--- src/rtl/countdown_timer.sv ---
// Loadable down-counter: accepts an interval over valid/ready and decrements it on enabled cycles.
// Emits a one-cycle done pulse at terminal count and can optionally reload for periodic operation.
module countdown_timer #(
    parameter int unsigned WIDTH = 4
) (
    input  logic             clk,
    input  logic             rst,
    input  logic             load_valid,
    output logic             load_ready,
    input  logic [WIDTH-1:0] load_value,
    input  logic             enable,
    input  logic             auto_reload,
    input  logic             abort,
    output logic [WIDTH-1:0] count,
    output logic             busy,
    output logic             done
);

    typedef enum logic {
        IDLE = 1'b0,
        RUN  = 1'b1
    } state_t;

    state_t           state, state_nx;
    logic [WIDTH-1:0] count_nx;
    logic [WIDTH-1:0] reload_reg, reload_nx;
    logic             done_nx;

    assign load_ready = (state == IDLE);
    assign busy       = (state == RUN);

    // State, count, reload value and done pulse registers
    always_ff @(posedge clk or negedge rst) begin
        if (!rst) begin
            state      <= IDLE;
            count      <= '0;
            reload_reg <= '0;
            done       <= 1'b0;
        end else begin
            state      <= state_nx;
            count      <= count_nx;
            reload_reg <= reload_nx;
            done       <= done_nx;
        end
    end

    // Next-state and datapath decisions
    always_comb begin
        state_nx  = state;
        count_nx  = count;
        reload_nx = reload_reg;
        done_nx   = 1'b0;
        case (state)
            IDLE: begin
                if (load_valid) begin
                    reload_nx = load_value;
                    if (load_value != '0) begin
                        count_nx = load_value;
                        state_nx = RUN;
                    end else begin
                        done_nx = 1'b1;
                    end
                end
            end
            RUN: begin
                if (abort) begin
                    count_nx = '0;
                    state_nx = IDLE;
                end else if (enable) begin
                    if (count > WIDTH'(1)) begin
                        count_nx = count - WIDTH'(1);
                    end else begin
                        // Terminal tick; count of 0 cannot occur in RUN, treated as terminal too
                        done_nx = 1'b1;
                        if (auto_reload) begin
                            count_nx = reload_reg;
                        end else begin
                            count_nx = '0;
                            state_nx = IDLE;
                        end
                    end
                end
            end
            default: begin
                count_nx = '0;
                state_nx = IDLE;
            end
        endcase
    end

endmodule
--- config.mk ---
export PLATFORM = sky130hd
export DESIGN_NAME = countdown_timer
export DESIGN_NICKNAME = d
export VERILOG_FILES = /design/src/rtl/countdown_timer.sv
export SDC_FILE = /design/constraint.sdc
export NUM_CORES = 1
export LEC_CHECK = 0
export ABC_AREA = 1
export ABC_CLOCK_PERIOD_IN_PS = 2000
export CORE_UTILIZATION = 35
export CTS_BUF_LIST = sky130_fd_sc_hd__clkbuf_4 sky130_fd_sc_hd__clkbuf_8
export DETAILED_ROUTE_END_ITERATION = 8
export PLACE_DENSITY_LB_ADDON = 0.3
export SLEW_MARGIN = 20
export SYNTH_ARGS = -nofsm -noshare
export SYNTH_HDL_FRONTEND = slang
export SYNTH_SLANG_ARGS = --single-unit
--- constraint.sdc ---
create_clock -name clk -period 2 [get_ports clk]
set_input_delay 0.4 -clock clk [delete_from_list [all_inputs] [get_ports clk]]
set_output_delay 0.4 -clock clk [all_outputs]
set_load 0.1 [all_outputs]
* Word level (Yosys, flattened, before mapping)
Index checks and enable logic that the tools add are counted.
** Word-level totals
- Register bits :: 10
- Bits of input ports :: 10
- Output and inout port bits :: 7
- Logic and storage cells :: 33
** Cells by class
- Add/subtract/negate cells :: 1
- $lt $le $gt $ge :: 1
- Equality and inequality tests :: 3
- Mux-type cells :: 20
- Bitwise logic cells :: 1
- Reduce and logical (&&, ||, !) cells :: 3
** Operators with widths (count)
- 2-to-1 mux 4 bit :: 6
- 2-to-1 mux 1 bit :: 11
- case mux 4 bit (2 select lines) :: 1
- greater-than comparator 4 x 1 -> 1 bit (second input constant) :: 1
- case mux 1 bit (2 select lines) :: 2
- nonzero test 4 bit :: 1
- subtractor 4 x 1 -> 4 bit (second input constant) :: 1
- != test 3 bit (second input constant) :: 1
- AND reduction 3 bit :: 1
- != test 2 x 1 -> 1 bit (second input constant) :: 1
- != test 2 bit (second input constant) :: 1
- AND reduction 2 bit :: 1
- NOT 1 bit :: 1

* Depth between registers and ports, before layout
Gate-level depths: netlist of the first run.
- Depth in word-level cells :: 5
- Gate-level depth with buffers :: 10
- Mapped depth without buffers :: 10

* Worst setup path before layout of the first run
OpenSTA, ideal clock, no wires.
- Path type :: reg2reg
- Start :: register state (netlist: busy)
- End :: register count[3]
- Library setup time :: 0.078 ns
- Arrival time :: 1.981 ns
- Required time :: 1.922 ns
- Path slack :: -0.060 ns
- Cell stages (with the launch flop) :: 7
- Path buffers :: 0
- Clock period less this slack :: 2.060 ns
- Cell sequence :: dfrtp_1 inv_2 nor2_4 nand2_1 clkinv_1 nand2_1 a21oi_1
** Between the ends
- Longest elaborated chain between the ends :: 3
- Elaborated cells between the ends (all ways) :: 6
- Classes of those cells :: 3 x eq/ne; 1 x mux; 1 x bitwise; 1 x reduce/logical
** Ends and longest elaborated chain
- start, declared :: RTL line 24 : state_t state, state_nx;
- start signal, assigned :: RTL line 40 : state <= state_nx;
- NOT 1 bit (no source line) (*)
- via load_ready :: RTL line 9 : output logic load_ready,
- != test 2 x 1 -> 1 bit (no source line) / != test 2 bit (equally long branches)
- AND reduction 3 bit (no source line)
- end signal, assigned :: RTL line 41 : count <= count_nx;
- end, declared :: RTL line 14 : output logic [WIDTH-1:0] count,
Mark *: on every way through the listed nets, which the timed path passes. The rest lies on a longest branch.
A chain may end at the register's enable or synchronous reset.

* Worst setup path in the final report of the first run
- Start :: register count[0]
- End :: register state (netlist: busy)
** Between the ends
- Longest elaborated chain between the ends :: 5
** Ends and longest elaborated chain
- greater-than comparator 4 x 1 -> 1 bit :: RTL line 70 : if (count > WIDTH'(1)) begin
- 2-to-1 mux 1 bit :: RTL line 70
- 2-to-1 mux 1 bit :: RTL line 69 : end else if (enable) begin
- 2-to-1 mux 1 bit :: RTL line 66 : if (abort) begin
- case mux 1 bit (2 select lines) :: RTL line 53 : case (state)
- via state_nx :: RTL line 24
The timed path passes the listed nets, and every way through them passes these cells.

==> qor.yml, run 1 <==
worst_setup_path:
  endpoint: "busy"
  end_kind: "flip-flop"
  path_depth: 7
  rr_endpoint: "busy"
  critPathTopFamily: "simple AND/OR/NAND/NOR gates"
  path_cells: "inv_1, ha_1, inv_1, nand2_1, nand2_2, nor3b_1, o21ai_1"
  worstPathMaxFanout: 6
  crit_start: "count[0]"
  r2r_setup_slack_ps: 530
  crit_top_cell: "inv_1"
  path_buf_inv: 2
  startpoint_type: "flip-flop"
  critPathMaxStageDelay_ps: 440
  path_class: "reg2reg"
  critPathArrivalTime_ps: 1630
  cpMaxStageDelayCell: "dfrtp_2"
  worstReg2RegStart: "count[0]"
  required_ps: 2160
  r2r_cells: 7
floorplanning:
  fp.coreArea_um2: 1590
  start_util: 0.395
  die_area_um2: 1970
  die_x_um: 44.4
  dieHeight_um: 44.4
  ios: 17
  placementRows: 14
cts:
  clk_path_buf_depth: 2
  postCtsSetupBuffers: 0
  clk_latency_ps: 280
  cts_buffers: 3
  cts_max_level: 1
  hold_buffers: 0
  cts_resized: 0
  cts_root_buffer: "clkbuf_4"
  cts.reportedPaths.clkPinSlew_ps: 70
  clock-sinks: 10
  tritoncts: "built"
routing:
  ant_nets: 0
  drc: 0
  drt_first_pass_iters: 7
  drtIter0Drc: 26
  vias_per_cell: 4.63
  wl_per_cell_um: 10.2
  vias: 625
  wl_um: 1380
yosys:
  synth_seq_area_share: 0.398
  synthTopCellsByArea: "dfrtp_1 40%, nand2_1 17%, nand3_1 8.7%"
  post-synth-top-count-cell: "nand2_1"
  ys_warn_count: 0
  synth_cells: 91
  syn_area_um2: 629
  synth_area_per_cell_um2: 6.92
  ys.flop_type: "dfrtp_1"
  ys_seq_elements: 10
  yosys.area.top_type_share: 0.398
  yosysUniqueCellTypes: 16
  synth_nets: 103
  synth_edf_count: 0
  synth_top_area_cell: "dfrtp_1"
  synth_common_cells: "29 x nand2_1, 11 x nand3_1, 10 x dfrtp_1, 10 x inv_1, 8 x nor2_1"
  async_flop_share: 1.00
final_layout:
  n_fill_cell: 154
  final_layout_size_suffix_gt1_frac: 0.189
  layout.nets: 124
  diodes: 0
  stdcell_area_um2: 872
  area_growth_pct: 38.6
job:
  cap_viol_max_count: 0
placed_design:
  dp_hpwl_um: 1090
  gp_congestion: 0.847
  io_buffers: 16
  dpl_cell_area_um2: 842
grt:
  gr-total-overflow: 0
  grt_pass1_vias: 536
  grt_util_all_layers: 0.169
  grt_max_degree: 11
  grt_pass1_wl_um: 2330
  antenna_found_initial: 0
sta:
  rsz0062_at_grt: "no"
  fin_hold_ws_ps: 447
  drv_slew: 0
  worst_pin_slew_ps: 483
  fin_skew_ps: 10.1
  setup_violations: 0
  hold_viol: 0
  layout_min_cycle_time_ps: 1470
  fin_tns_setup_ps: 0
  max_freq_mhz: 679
  min_period_over_period: 0.737
  max_slew_margin: 0.677
power:
  p_per_area_nw_per_um2: 1540
  p_leak_uw: 0.000431
  peakVddDrop_mv: 0.899
worst_hold_path:
  min_path_type: "in2async"
outcome:
  status: "completed"
==> worst min path at each step <==
stage | end | slack [ps] | depth (start not counted) | start
2_1_floorplan | busy | 100 | 0 | rst
4_1_cts | count[1] | 460 | 1 | rst
3_3_place_gp | reload_reg[1] | 460 | 2 | reload_reg[1]
3_5_place_dp | reload_reg[1] | 470 | 2 | reload_reg[1]
5_1_grt | reload_reg[0] | 480 | 1 | rst
6_report | count[1] | 450 | 1 | rst
==> where the power goes <==
group	total (µW)	switching [µW]	internal (µW)
Clock	166	75.1	90.9
Sequential	355	89.8	265
Combinational	819	568	251
Total	1340	733	607
==> cell families (layout without fill, tap and decap cells) <==
group	count (synthesis)	count (layout)	synth area share
compound gates	10	10	0.0795
flops	10	10	0.398
buf+inv	13	33	0.0775
simple gates	56	56	0.406
fa+ha+maj	2	2	0.0398
==> cell type report <==
type,count,area (µm²),area share
repair buffers,16,180,0.207
multi-input cells,68,330,0.379
flip-flops and latches,10,253,0.290
clock buffers,4,30.0,0.0344
inverters,13,48.8,0.0560
well taps,24,30.0,0.0344
==> layout by cell type, fill, tap and decap left out <==
master / synthesis / final
nand4_1: 1 / 1
nand3_1: 11 / 11
nor2_2: 1 / 1
nor2_1: 8 / 8
a21oi_1: 4 / 4
nand2_2: 3 / 3
dfrtp_1: 10 / 8
dfrtp_2: 0 / 2
inv_2: 2 / 2
nor2_4: 2 / 2
clkbuf_4: 0 / 4
ha_1: 2 / 2
nand2_1: 29 / 29
o21ai_1: 4 / 4
clkdlybuf4s50_1: 0 / 9
buf_12: 0 / 3
clkinv_1: 1 / 1
o21ai_0: 2 / 2
nor3b_1: 1 / 1
inv_1: 10 / 10
buf_4: 0 / 4
==> metrics by stage <==
step | utilization | instances | total power (µW) | setup WS [ps]
detailed placement | 0.528 | 131 | 1180 | 403
global route | 0.547 | 135 | 1430 | 335
finish | 0.547 | 135 | 1340 | 527
CTS | 0.547 | 135 | 1340 | 513
global placement | 0.528 | 131 | 1170 | 438
floorplan | - | 91 | 941 | 42.7
==> worst register-to-register path: cells and delay by family, from the launching register on <==
kind	cells	cell delay [ps]
buffers and inverters	2	150
AOI/OAI and AO/OA	1	90
adders and majority gates	1	190
and+or+nand+nor	3	480
DFF	1	440
==> per-layer routing <==
metal  track usage  up-vias  part of all wire
met5             0        -                 0
met1         0.232      273              0.49
met2         0.247       18              0.44
met3        0.0245        5             0.041
met4         0.109        0             0.025
li1              -      329                 -
Note: power is estimated with default switching activity, not from simulation.
==> run 2: changes to the inputs <==
- ABC_CLOCK_PERIOD_IN_PS: 2000 -> 1400
- clock period: 2 -> 1.4 ns (I/O delays scaled with it)
==> run 2 against run 1 <==
Core utilization is 11 points higher. Sequential power is 54% higher. Sequential share of layout area is 3.9 points lower. Setup slack worse by 500 ps. Critical endpoint is now count[1].
==> qor.yml, run 2 (synthesis gave the netlist of run 1 again) <==
outcome:
  status: "completed"
power:
  netSwitchingFraction: 0.517
  p_seq_frac: 0.240
  peakVddDrop_mv: 1.22
  clockPowerShare: 0.103
  p_comb_frac: 0.657
  power.internal_uw: 1100
  p_leak_uw: 0.000490
  p_sw_uw: 1170
  p_per_area_nw_per_um2: 2160
grt:
  antenna_found_initial: 0
  grt_util_all_layers: 0.190
  grt_pass1_wl_um: 2630
  gr-total-overflow: 0
  grt_pass1_vias: 641
  grt_max_degree: 11
routing:
  vias: 698
  wl_met2_um: 750
  drt_first_pass_iters: 4
  met1_length_um: 701
  top_layer_used: "met4"
  wl_um: 1550
  wl_per_cell_um: 10.9
  dr_wl_met3_um: 65
  drc: 0
  ant_nets: 0
  drtIter0Drc: 16
  vias_per_cell: 4.92
cts:
  tritoncts: "built"
  cts.reportedPaths.clkPinSlew_ps: 70
  clk_latency_ps: 270
  clock-sinks: 10
  cts_max_level: 1
  cts_root_buffer: "clkbuf_4"
  clk_path_buf_depth: 2
  cts_buffers: 3
sta:
  fin_skew_ps: 6.85
  fin_hold_ws_ps: 337
  fin_tns_setup_ps: 0
  max_freq_mhz: 728
  hold_viol: 0
  worst_pin_slew_ps: 495
  max_slew_margin: 0.669
  setup_violations: 0
  layout_min_cycle_time_ps: 1370
  drv_slew: 0
  min_period_over_period: 0.981
final_layout:
  fin_util: 0.660
  area_growth_pct: 67.2
  final_layout_size_suffix_gt1_frac: 0.356
  layout.nets: 131
  final_cell_mix: "28 x nand2_1, 10 x nand3_1, 9 x clkdlybuf4s50_1, 8 x nor2_1, 7 x buf_12"
  fin_cells: 142
  diodes: 0
  mostFrequentLayoutCell: "nand2_1"
floorplanning:
  placementRows: 14
  fp.coreArea_um2: 1590
  die_area_um2: 1970
  ios: 17
  start_util: 0.395
  dieHeight_um: 44.4
  die_x_um: 44.4
worst_setup_path:
  startpoint_type: "flip-flop"
  path_cells: "buf_4, buf_12"
  critPathMaxStageDelay_ps: 510
  cpMaxStageDelayCell: "dfrtp_4"
  required_ps: 1120
  critPathArrivalTime_ps: 1090
  worstPathMaxFanout: 4
  end_kind: "output port"
  path_class: "reg2out"
placed_design:
  io_buffers: 16
  dp_hpwl_um: 1230
  placedCellCount: 136
  gp_congestion: 0.835
worst_hold_path:
  min_path_type: "in2async"
job:
  cap_viol_max_count: 0
==> run 2: cell count changes in the layout (fill, tap and decap cells not counted), moves of 2 or more <==
cell,before,now
buf_12,3,7
buf_4,4,6
dfrtp_1,8,5
dfrtp_4,0,3
ha_1,2,0
ha_4,0,2
inv_1,10,6
inv_4,0,3
nand2_4,0,2
==> run 2: worst max-delay path: cells and delay by family, from the launching register on <==
family / cells / cell delay [ps]
buffers and inverters: 2 / 300
DFF: 1 / 510
==> run 2: what timing repair did <==
item	4_1_cts	5_1_grt
gates resized for setup	0	4
hold buffers	0	0
endpoints found under the setup margin	0	5
setup buffers	0	2
==> run 2: per-stage QoR <==
| stage | instance area (µm²) | total power, µW | setup slack [ps] |
|---|---|---|---|
| after CTS | 1020 | 2220 | 4.84 |
| after detailed placement | 991 | 1980 | -54.3 |
| after floorplan | 693 | 1490 | -27.5 |
| final | 1050 | 2270 | 25.9 |
| after global routing | 1050 | 2420 | -1.15 |
| after global placement | 991 | 1960 | -5.08 |
==> run 2: cell type report <==
type,count,area [µm²]
flip-flops and latches,10,264
clock buffers,4,30.0
multi-input cells,68,385
well taps,24,30.0
fillers,126,542
repair buffers,23,287
inverters,13,56.3
==> run 2: power by group through the flow <==
stage               combinational [µW]  clock, µW  sequential (µW)
floorplan                          543          0              945
global placement                  1400          0              560
detailed placement                1420          0              561
CTS                               1430        235              556
global route                      1600        251              561
finish                            1490        234              547
==> run 2: path summary, 6_finish.rpt <==
check | startpoint | endpoint | slack (ps) | depth (start not counted)
worst max-delay path | count[1] | count[1] | 30 | 2
worst min-delay path | rst | count[1] | 340 | 1
worst max register to register | count[1] | count[1] | 80 | 10
worst min register to register | reload_reg[0] | reload_reg[0] | 480 | 2
max in group asynchronous | rst | count[0] | 690 | 1
min in group clk | reload_reg[0] | reload_reg[0] | 480 | 2
==> run 2: metal layers <==
layer	vias to the layer above	track usage
li1	347	-
met4	0	0.109
met5	-	0
met2	22	0.291
met1	325	0.242
met3	4	0.0490
==> run 3: changes to the inputs <==
- CORE_UTILIZATION: 35 -> 25
==> run 3 against run 2 <==
Critical path depth grew 6. Setup slack lost 3.2 ps. Total power is 3.1% higher. Register-to-register slack lost 60 ps. Final area up 1.7%. Global-route usage down 5.8 points. Critical endpoint is now count[2]. Sequential power is 3% higher. Flip-flop and latch count unchanged. First-iteration DRC count shrank 13%. Die area grew 38%. Cell count increased by 3.5%. Largest power group unchanged. Largest cell class unchanged. Routed wire length is 8.9% higher.
==> qor.yml, run 3 (synthesis gave the netlist of run 1 again) <==
final_layout:
  diodes: 0
  stdcell_area_um2: 1070
  mostFrequentLayoutCell: "nand2_1"
  area_growth_pct: 70.0
  fin_util: 0.466
  fin_cells: 147
  final_cell_mix: "26 x nand2_1, 9 x nand3_1, 9 x clkdlybuf4s50_1, 8 x nor2_1, 8 x buf_4"
  final_layout_size_suffix_gt1_frac: 0.370
  layout.nets: 132
worst_setup_path:
  worstPathMaxFanout: 6
  r2r_cells: 8
  crit_start: "count[0]"
  critPathTopFamily: "flip-flops"
  critPathMaxStageDelay_ps: 550
  critPathArrivalTime_ps: 1570
  cpMaxStageDelayCell: "dfrtp_4"
  path_cells: "inv_4, ha_4, inv_2, nand2_4, nand2_4, o21ai_1, nand3_1, a21oi_1"
  path_class: "reg2reg"
  endpoint: "count[2]"
  rr_endpoint: "count[2]"
  crit_top_cell: "nand2_4"
  r2r_setup_slack_ps: 20
  end_kind: "flip-flop"
  path_depth: 8
  path_buf_inv: 2
  worstReg2RegStart: "count[0]"
  required_ps: 1600
  startpoint_type: "flip-flop"
sta:
  drv_slew: 0
  setup_violations: 0
  min_period_over_period: 0.984
  max_freq_mhz: 726
  layout_min_cycle_time_ps: 1380
  max_slew_margin: 0.686
  worst_pin_slew_ps: 469
  hold_viol: 0
  fin_tns_setup_ps: 0
  rsz0062_at_grt: "yes"
  fin_skew_ps: 8.90
cts:
  clock-sinks: 10
  clk_path_buf_depth: 2
  tritoncts: "built"
  cts_root_buffer: "clkbuf_4"
  clk_latency_ps: 270
  cts.reportedPaths.clkPinSlew_ps: 80
  cts_max_level: 1
  hold_buffers: 0
  cts_buffers: 3
placed_design:
  placedCellCount: 139
  dpl_cell_area_um2: 988
  dp_hpwl_um: 1240
  io_buffers: 16
  gp_congestion: 0.861
floorplanning:
  start_util: 0.274
  die_area_um2: 2720
  dieHeight_um: 52.2
  die_x_um: 52.2
  placementRows: 17
  fp.coreArea_um2: 2300
  ios: 17
job:
  cap_viol_max_count: 0
routing:
  ant_nets: 0
  drt_first_pass_iters: 4
  drc: 0
  wl_per_cell_um: 11.5
  wl_um: 1690
  vias: 667
  vias_per_cell: 4.54
  drtIter0Drc: 14
power:
  p_total_uw: 2350
  p_per_area_nw_per_um2: 2190
  peakVddDrop_mv: 1.62
  p_leak_uw: 0.000495
grt:
  gr-total-overflow: 0
  grt_pass1_wl_um: 2610
  grt_pass1_vias: 608
  grt_util_all_layers: 0.132
  antenna_found_initial: 0
  grt_max_degree: 11
outcome:
  status: "completed"
worst_hold_path:
  min_path_type: "in2async"
-- run 3: stage by stage --
step	hold WS, ps	worst slack [ps]
finish	327	22.7
global route	352	-42.5
CTS	346	18.7
detailed placement	463	-11.7
global placement	465	35.1
floorplan	-15.6	-27.5
-- run 3: worst min path at each step --
stage / startpoint / endpoint / slack [ps] / depth (start not counted)
final: rst / done / 330 / 1
after global routing: rst / done / 350 / 1
after CTS: rst / done / 350 / 1
after detailed placement: reload_reg[1] / reload_reg[1] / 460 / 2
after global placement: reload_reg[1] / reload_reg[1] / 470 / 2
after floorplan: rst / count[2] / -20 / 0
-- run 3: repair_timing --
item,4_1_cts,5_1_grt
resized for setup,0,4
setup endpoints to repair,0,5
buffers inserted,0,4
-- run 3: routing by layer --
| layer | wire [µm] | track usage | vias up | part of all wire |
|---|---|---|---|---|
| met5 | 0 | 0 | - | 0 |
| met4 | 0 | 0.0526 | 0 | 0 |
| met3 | 82 | 0.0377 | 0 | 0.048 |
| met2 | 840 | 0.212 | 22 | 0.50 |
| met1 | 767 | 0.167 | 300 | 0.45 |
| li1 | - | - | 345 | - |
-- run 3: area by class of cell --
cell class	instances	area (µm²)
Tap cell	28	35.0
Sequential cell	10	264
Timing Repair Buffer	24	290
Clock buffer	4	36.3
Fill cell	234	1230
Inverter	13	56.3
Multi-Input combinational cell	68	388
-- run 3: power breakdown --
group,switching (µW),total (µW),internal (µW)
clock network,107,265,158
registers,162,563,402
logic,929,1520,588
total,1200,2350,1150
